`src/rtl/wb_ram_bank_arbiter.sv`:
```
// ---------------------------------------------------------------------------
// wb_ram_bank_arbiter
//
// Two-port Wishbone B3 classic slave sharing a set of synchronous 32-bit,
// byte-write-enabled RAM banks (one-cycle read latency) between two masters.
// Requests are arbitrated round-robin, the byte address is split into bank
// select and word address, the RAM access is sequenced, and read data is
// returned with ack (or err for addresses beyond the populated banks).
//
// One transaction takes three cycles: IDLE (grant) -> ACCESS (RAM enabled)
// -> RESP (ack + read data). Out-of-range requests go IDLE -> ERR -> IDLE.
//
// Ports
//   clk, rst_n                 clock, asynchronous active-low reset
//   m{0,1}_cyc_i/_stb_i/_we_i  Wishbone controls per master
//   m{0,1}_adr_i               byte address
//   m{0,1}_sel_i               byte lanes
//   m{0,1}_dat_i / _dat_o      write / read data
//   m{0,1}_ack_o / _err_o      termination
//   ram_bank_sel               one-hot bank enable (ACCESS cycle only)
//   ram_we                     byte write enables, shared by all banks
//   ram_din                    write data
//   ram_waddr / ram_raddr      word address within bank, zero-extended
//   ram_dout                   bank read data, bank k at [32k+31:32k]
// ---------------------------------------------------------------------------

// Per-port address decoder: word index, bank index and out-of-range flag.
module wb_ram_bank_decode #(
    parameter int NUM_BANKS = 4,
    parameter int BANK_AW   = 11,
    parameter int BSEL_W    = 2
) (
    input  logic [31:0]        adr_i,
    output logic [BANK_AW-1:0] word_o,
    output logic [BSEL_W-1:0]  bank_o,
    output logic               oor_o
);
    localparam int BANK_LSB = BANK_AW + 2;
    localparam int TOP_LSB  = BANK_LSB + $clog2(NUM_BANKS);

    logic [31:0] top_bits;
    logic        adr_unused;

    // Byte offset within the word is irrelevant: lanes come from sel.
    assign adr_unused = ^adr_i[1:0];

    always_comb begin
        word_o   = adr_i[BANK_AW+1:2];
        // Masking handles NUM_BANKS == 1, where the bank field is empty.
        bank_o   = BSEL_W'(adr_i >> BANK_LSB) & BSEL_W'(NUM_BANKS - 1);
        top_bits = adr_i >> TOP_LSB;
        oor_o    = |top_bits;
    end
endmodule

module wb_ram_bank_arbiter #(
    parameter int NUM_BANKS = 4,
    parameter int BANK_AW   = 11
) (
    input  logic                    clk,
    input  logic                    rst_n,

    input  logic                    m0_cyc_i,
    input  logic                    m0_stb_i,
    input  logic                    m0_we_i,
    input  logic [31:0]             m0_adr_i,
    input  logic [3:0]              m0_sel_i,
    input  logic [31:0]             m0_dat_i,
    output logic [31:0]             m0_dat_o,
    output logic                    m0_ack_o,
    output logic                    m0_err_o,

    input  logic                    m1_cyc_i,
    input  logic                    m1_stb_i,
    input  logic                    m1_we_i,
    input  logic [31:0]             m1_adr_i,
    input  logic [3:0]              m1_sel_i,
    input  logic [31:0]             m1_dat_i,
    output logic [31:0]             m1_dat_o,
    output logic                    m1_ack_o,
    output logic                    m1_err_o,

    output logic [NUM_BANKS-1:0]    ram_bank_sel,
    output logic [3:0]              ram_we,
    output logic [31:0]             ram_din,
    output logic [15:0]             ram_waddr,
    output logic [15:0]             ram_raddr,
    input  logic [32*NUM_BANKS-1:0] ram_dout
);
    localparam int NUM_PORTS = 2;
    localparam int BSEL_W    = (NUM_BANKS > 1) ? $clog2(NUM_BANKS) : 1;

    localparam logic [1:0] S_IDLE   = 2'd0;
    localparam logic [1:0] S_ACCESS = 2'd1;
    localparam logic [1:0] S_RESP   = 2'd2;
    localparam logic [1:0] S_ERR    = 2'd3;

    // Port-indexed views of the two Wishbone slaves.
    logic [NUM_PORTS-1:0]              cyc, stb, we, req;
    logic [NUM_PORTS-1:0][31:0]        adr, wdat, rdat;
    logic [NUM_PORTS-1:0][3:0]         sel;
    logic [NUM_PORTS-1:0][BANK_AW-1:0] dec_word;
    logic [NUM_PORTS-1:0][BSEL_W-1:0]  dec_bank;
    logic [NUM_PORTS-1:0]              dec_oor, ack, err;

    assign cyc  = {m1_cyc_i, m0_cyc_i};
    assign stb  = {m1_stb_i, m0_stb_i};
    assign we   = {m1_we_i,  m0_we_i};
    assign adr  = {m1_adr_i, m0_adr_i};
    assign sel  = {m1_sel_i, m0_sel_i};
    assign wdat = {m1_dat_i, m0_dat_i};
    assign req  = cyc & stb;

    assign m0_dat_o = rdat[0];
    assign m0_ack_o = ack[0];
    assign m0_err_o = err[0];
    assign m1_dat_o = rdat[1];
    assign m1_ack_o = ack[1];
    assign m1_err_o = err[1];

    for (genvar p = 0; p < NUM_PORTS; p++) begin : g_dec
        wb_ram_bank_decode #(
            .NUM_BANKS (NUM_BANKS),
            .BANK_AW   (BANK_AW),
            .BSEL_W    (BSEL_W)
        ) u_dec (
            .adr_i  (adr[p]),
            .word_o (dec_word[p]),
            .bank_o (dec_bank[p]),
            .oor_o  (dec_oor[p])
        );
    end

    // -----------------------------------------------------------------------
    // Transaction state: everything the access needs is latched at grant so
    // the master may change adr/dat afterwards without effect.
    // -----------------------------------------------------------------------
    logic [1:0]         state_q, state_d;
    logic               grant_q, grant_d;
    logic               last_q, last_d;
    logic               we_q, we_d;
    logic [3:0]         sel_q, sel_d;
    logic [31:0]        dat_q, dat_d;
    logic [BANK_AW-1:0] word_q, word_d;
    logic [BSEL_W-1:0]  bank_q, bank_d;
    logic               pick;

    always_comb begin
        state_d = state_q;
        grant_d = grant_q;
        last_d  = last_q;
        we_d    = we_q;
        sel_d   = sel_q;
        dat_d   = dat_q;
        word_d  = word_q;
        bank_d  = bank_q;
        // Contention goes to the port not served last; otherwise the lone
        // requester (req[1] is 1 only when port 1 is the one asking).
        pick    = (req == 2'b11) ? ~last_q : req[1];

        case (state_q)
            S_IDLE: begin
                if (|req) begin
                    grant_d = pick;
                    last_d  = pick;
                    we_d    = we[pick];
                    sel_d   = sel[pick];
                    dat_d   = wdat[pick];
                    word_d  = dec_word[pick];
                    bank_d  = dec_bank[pick];
                    state_d = dec_oor[pick] ? S_ERR : S_ACCESS;
                end
            end
            S_ACCESS: state_d = S_RESP;
            S_RESP:   state_d = S_IDLE;
            S_ERR:    state_d = S_IDLE;
            default:  state_d = S_IDLE;
        endcase
    end

    always_ff @(posedge clk or negedge rst_n) begin
        if (!rst_n) begin
            state_q <= S_IDLE;
            grant_q <= 1'b0;
            last_q  <= 1'b1;
            we_q    <= 1'b0;
            sel_q   <= '0;
            dat_q   <= '0;
            word_q  <= '0;
            bank_q  <= '0;
        end else begin
            state_q <= state_d;
            grant_q <= grant_d;
            last_q  <= last_d;
            we_q    <= we_d;
            sel_q   <= sel_d;
            dat_q   <= dat_d;
            word_q  <= word_d;
            bank_q  <= bank_d;
        end
    end

    // -----------------------------------------------------------------------
    // Outputs are decoded straight from registered state, so an asynchronous
    // reset clears every one of them in the same cycle rst_n falls.
    // -----------------------------------------------------------------------
    logic        in_access;
    logic [31:0] bank_rdata;

    assign in_access    = (state_q == S_ACCESS);
    assign ram_bank_sel = in_access ? (NUM_BANKS'(1) << bank_q) : '0;
    assign ram_we       = (in_access && we_q) ? sel_q : 4'h0;
    assign ram_din      = in_access ? dat_q : 32'h0;
    assign ram_waddr    = in_access ? 16'(word_q) : 16'h0;
    assign ram_raddr    = in_access ? 16'(word_q) : 16'h0;

    // The bank captured its read word at the end of ACCESS and holds it
    // while disabled, so the slice is valid throughout RESP.
    assign bank_rdata   = ram_dout[bank_q*32 +: 32];

    // Termination follows the master's live cyc: a master that abandoned
    // the cycle sees nothing, but the RAM access itself still completed.
    for (genvar p = 0; p < NUM_PORTS; p++) begin : g_resp
        logic mine;
        assign mine    = (grant_q == 1'(p)) && cyc[p];
        assign ack[p]  = (state_q == S_RESP) && mine;
        assign err[p]  = (state_q == S_ERR) && mine;
        assign rdat[p] = (ack[p] && !we_q) ? bank_rdata : 32'h0;
    end

    a_one_term_per_port: assert property (@(posedge clk) disable iff (!rst_n)
        !(ack[0] && err[0]) && !(ack[1] && err[1]));
    a_one_port_at_a_time: assert property (@(posedge clk) disable iff (!rst_n)
        !((ack[0] || err[0]) && (ack[1] || err[1])));
endmodule

```
`config.mk`:
```
export PLATFORM = sky130hd
export DESIGN_NAME = wb_ram_bank_arbiter
export DESIGN_NICKNAME = d
export VERILOG_FILES = /design/src/rtl/wb_ram_bank_arbiter.sv
export SDC_FILE = /design/constraint.sdc
export NUM_CORES = 1
export LEC_CHECK = 0
export CAP_MARGIN = 20
export CORE_AREA = 2 2 159 161
export CTS_CLUSTER_DIAMETER = 120
export DETAILED_ROUTE_END_ITERATION = 16
export DIE_AREA = 0 0 161 163
export DONT_BUFFER_PORTS = 1
export PLACE_DENSITY = 0.32
export SLEW_MARGIN = 20
export SYNTH_ARGS = -nofsm -noshare
export SYNTH_HDL_FRONTEND = slang
export SYNTH_HIERARCHICAL = 1
export SYNTH_SLANG_ARGS = --single-unit
export TNS_END_PERCENT = 10
```
`constraint.sdc`:
```
create_clock -name clk -period 5.4 [get_ports clk]
set_clock_uncertainty 0.15 [all_clocks]
set_input_delay 1.08 -clock clk [delete_from_list [all_inputs] [get_ports clk]]
set_output_delay 1.08 -clock clk [all_outputs]
set_load 0.005 [all_outputs]
```
# Word level (Yosys, flattened, before mapping)
# Cells that the tools add are included.
[word_totals] mem_bits_ro=0 output_inout_bits=140 mem_bits_rw=0 memories=0 wordCells=57 regBits=54 latchBits=0 input_bits=272
[op_classes] n_mux=22 shifts=2 n_lt_le_gt_ge=1 mul=0 n_reduce_logical=16 bitwise=3 n_eq_ne=5 div=0 add_sub_neg=0
[op_table] op="2-to-1 mux 32 bit" count=5
[op_table] op="indexed part select 128 x 8 -> 32 bit" count=1
[op_table] op="OR reduction 17 bit" count=2
[op_table] op="2-to-1 mux 11 bit" count=3
[op_table] op="2-to-1 mux 4 bit" count=4
[op_table] op="logical AND 1 bit" count=9
[op_table] op="2-to-1 mux 2 bit" count=4
[op_table] op="== test 2 bit, second input constant" count=3
[op_table] op="one-hot mux 2 bit (3 select lines)" count=1
[op_table] op="2-to-1 mux 1 bit" count=5
[op_table] op="OR reduction 2 bit" count=2
[op_table] op="left shift 1 x 2 -> 4 bit, first input constant" count=1
[op_table] op="bitwise AND 2 bit" count=1
[op_table] op="== test 2 x 1 -> 1 bit, second input constant" count=1
[op_table] op="logical NOT 2 bit" count=1
[op_table] op="< comparator 1 x 2 -> 1 bit, second input constant" count=1
[op_table] op="!= test 2 bit, second input constant" count=1
[op_table] op="NOT 1 bit" count=2
[op_table] op="AND reduction 2 bit" count=1
[op_table] op="logical NOT 1 bit" count=1

# Longest topological paths before layout
[logic_depth] ltp_word=8 mapped_depth=7 mapped_depth_nobuf=5

# Hierarchy
# Netlist, hierarchy kept.
[modules_own_cells] mod="wb_ram_bank_arbiter" instances=1 seq_area_each_um2=1352.5 area_each_um2=4543.1 cells_per_inst=512
[modules_own_cells] mod="wb_ram_bank_decode" instances=2 seq_area_each_um2=0.0 area_each_um2=133.9 cells_per_inst=19

# Least setup slack after synthesis
# OpenSTA, ideal clock, no wires.
[synth_path] path_type="input to output" startpoint="input m1_cyc_i" endpoint="output m1_dat_o[10]" t_arrival_ns=1.986 cell_stages=5 path_buffers=2 t_required_ns=4.170 slack_ns=2.184 path_cell_list="buf_6 > nand3_1 > or3_1 > clkbuf_1 > nor2b_1"
[synth_between] elab_chain_cells=4
[synth_rtl] element="start: declaration" line="73" rtl="input logic m1_cyc_i,"
[synth_rtl] element="logical AND 1 bit" line="225" rtl="assign mine = (grant_q == 1'(p)) && cyc[p];"
[synth_rtl] element="logical AND 1 bit" line="226" rtl="assign ack[p] = (state_q == S_RESP) && mine;"
[synth_rtl] element="logical AND 1 bit" line="228" rtl="assign rdat[p] = (ack[p] && !we_q) ? bank_rdata : 32'h0;"
[synth_rtl] element="2-to-1 mux 32 bit" line="228"
[synth_rtl] element="end: declaration" line="79" rtl="output logic [31:0] m1_dat_o,"
# Every way passes these cells.

# Worst setup path after layout
[layout_path] startpoint="input m1_cyc_i" endpoint="output m1_dat_o[24]"
# The elaborated chain is that of the path after synthesis.

==> results.ini <==
[clock_tree]
clock_tree.root_cell=clkbuf_16
cts_tree=built
postCtsHoldBufs=0
cts_buffer_depth=2
htreeDepth=2
cts-buffers-inserted=5
cts_setup_buffers=0
cts_sinks=54
clk_latency_ns=0.30
cts.repair.resized=0
clkTransAtPathRegs_ns=0.07

[power_and_ir_drop]
switchingPower_uw=880
p_int_uw=1300
p_leak_uw=0.00162
pwr-share-clk_pct=17.0
p_sw_share_pct=40.3
seqPwrFrac_pct=37.1
pwr-share-comb_pct=45.9
ir_worst_vdd_v=0.000122
p_per_area_nw_per_um2=446

[synthesis]
ys_ff_latch=54
synth_warnings=6
synth_top_cell_area_share_pct=27.6
ys_seq_area_share_pct=28.1
syn_area_um2=4810
synth_cell_types=32
synth_top_area_cell=dfrtp_1
avgSynthCellArea_um2=8.75
synthCells=550
ys_top_cells_by_area=dfrtp_1 (28%), mux4_2 (15%), and2_1 (9.9%)

[detailed_routing]
totalWireLength_mm=20.8
first_pass_iters=5
dr_total_vias=4183
drtIter0Drc=256
drc=0
via_per_inst=5.26
wl_per_cell_um=26.1
drt.antenna.violating_nets=0

[critical_path]
criticalPathCategory=in2out
r2r_slack_ns=3.20
worstSetupEndpointType=output port
crit_arrival_ns=2.33
r2r_end=grant_q$_DFFE_PN0P_
start_kind=primary input
cp.required_ns=4.17
rr_worst_depth=3
crit_fanout=53
r2r_start=last_q$_DFFE_PN1P_

[floorplan]
die_h_um=163
rows=58
die_w_um=161
die-area_um2=26200
ios=412
start_util_pct=19.5
core_area_um2=24700

[global_routing]
antenna_found_initial=9
grt_pass1_vias=4229
overflow=0
grt_usage_pct=14.9
grt_max_degree=55
grt_pass1_wl_mm=29.2

[timing]
fin_crit_ns=3.56
rsz0062_at_grt=no
setup_violations=0
setup_tns_ns=0
final_hold_viol_count=0
finalMaxSlewViolations=0
hold_ws_ns=0.317
worst_slew_pin_slew_ns=1.08
slew_headroom_pct=27.9
max_freq_mhz=281
post-route-period-util_pct=66.0

[hold_path]
min_path_type=in2async

[placement]
hpwl_mm=15.6
finalWeightedCongestion=0.945
portBuffers=0

[layout]
drive_above_1_share_pct=13.2
fillCellCount=2799
area_delta_synth_final_pct=1.85
final_common_cell=and2_1
final_cell_mix=and2_1 (75), nand4_1 (52), dfrtp_1 (51), a21oi_1 (50), a31oi_1 (50)
nets=733

[outcome]
status=complete, no violations

[flow_run]
drv_cap=0

kinds of logic after synthesis:
logic type             count (synthesis)  synth area share [%]
buffers and inverters                113                  13.9
AOI/OAI and AO/OA                    152                  17.2
muxes                                 34                  15.6
other                                  1                0.0779
DFF                                   54                  28.1
and+or+nand+nor                      196                  25.0
registers in the layout, indices dropped and copies added, names as in the netlist:
name     flops
bank_q       2
dat_q       32
grant_q      1
last_q       1
sel_q        4
state_q      2
we_q         1
word_q      11
stage by stage:
stage               worst slack, ns  power (uW)  cell area, um^2  util [%]  cells
finish                         1.84        2180             4900      19.9    795
global route                   1.73        2340             4900      19.8    794
CTS                            1.83        2230             4890      19.8    792
detailed placement             1.83        1850             4720      19.1    784
global placement               1.88        1810             4650      18.9    781
floorplan                      2.18        1600             4840         -    559
worst max-delay path by stage:
stage	from	to	slack, ns
final	m1_cyc_i	m1_dat_o[24]	1.84
after detailed placement	m1_cyc_i	m1_dat_o[20]	1.83
after CTS	bank_q[0]$_DFFE_PN0P_	m0_dat_o[31]	1.83
after global routing	m1_cyc_i	m1_dat_o[14]	1.73
after global placement	m1_cyc_i	m1_dat_o[20]	1.88
after floorplan	m1_cyc_i	m1_dat_o[10]	2.18
power groups by stage:
stage / registers (uW) / logic (uW) / clock network, uW
CTS: 813 / 1030 / 391
floorplan: 682 / 913 / 0
global placement: 807 / 1000 / 0
finish: 809 / 1000 / 372
detailed placement: 817 / 1030 / 0
global route: 846 / 1100 / 399
synth_stat cells:
cell,instances
or4_1,2
buf_2,5
or3_1,1
a31oi_1,50
and3_1,6
buf_6,7
nand3b_1,2
nand2b_1,1
buf_1,1
mux2_4,2
nand3_1,2
nand2_1,2
inv_1,1
o21ai_1,7
a22o_1,1
nor3_1,2
or4b_2,1
nand4_1,52
nor2b_1,33
conb_1,1
mux4_2,32
dfstp_2,1
o211ai_1,1
o21ai_0,43
dfrtp_1,53
a21oi_1,50
nor2_1,9
nor3b_1,1
nor4_1,6
clkbuf_1,49
buf_4,50
and2_1,76
final cells by class:
class	instances	area (um^2)	area share, %
Tap cell	330	413	8.43
Timing Repair Buffer	7	100	2.04
Sequential cell	54	1360	27.7
Antenna cell	3	7.51	0.153
Multi-Input combinational cell	392	2850	58.2
Inverter	1	3.75	0.0766
Clock buffer	8	166	3.40
metal layers:
layer  track usage [%]  up-vias  part of all wire [%]
li1                  -     1797                     -
met1              15.8     2097                    35
met2              27.8      257                    53
met3              5.88       22                   9.9
met4              3.17       10                   1.2
met5                 0        -                  0.27
worst max-delay path, stage by stage:
cell and delay [ns]:
nand3_1 0.10, or3_1 0.78, nor2b_1 0.35
Note: power is estimated with default switching activity, not from simulation.
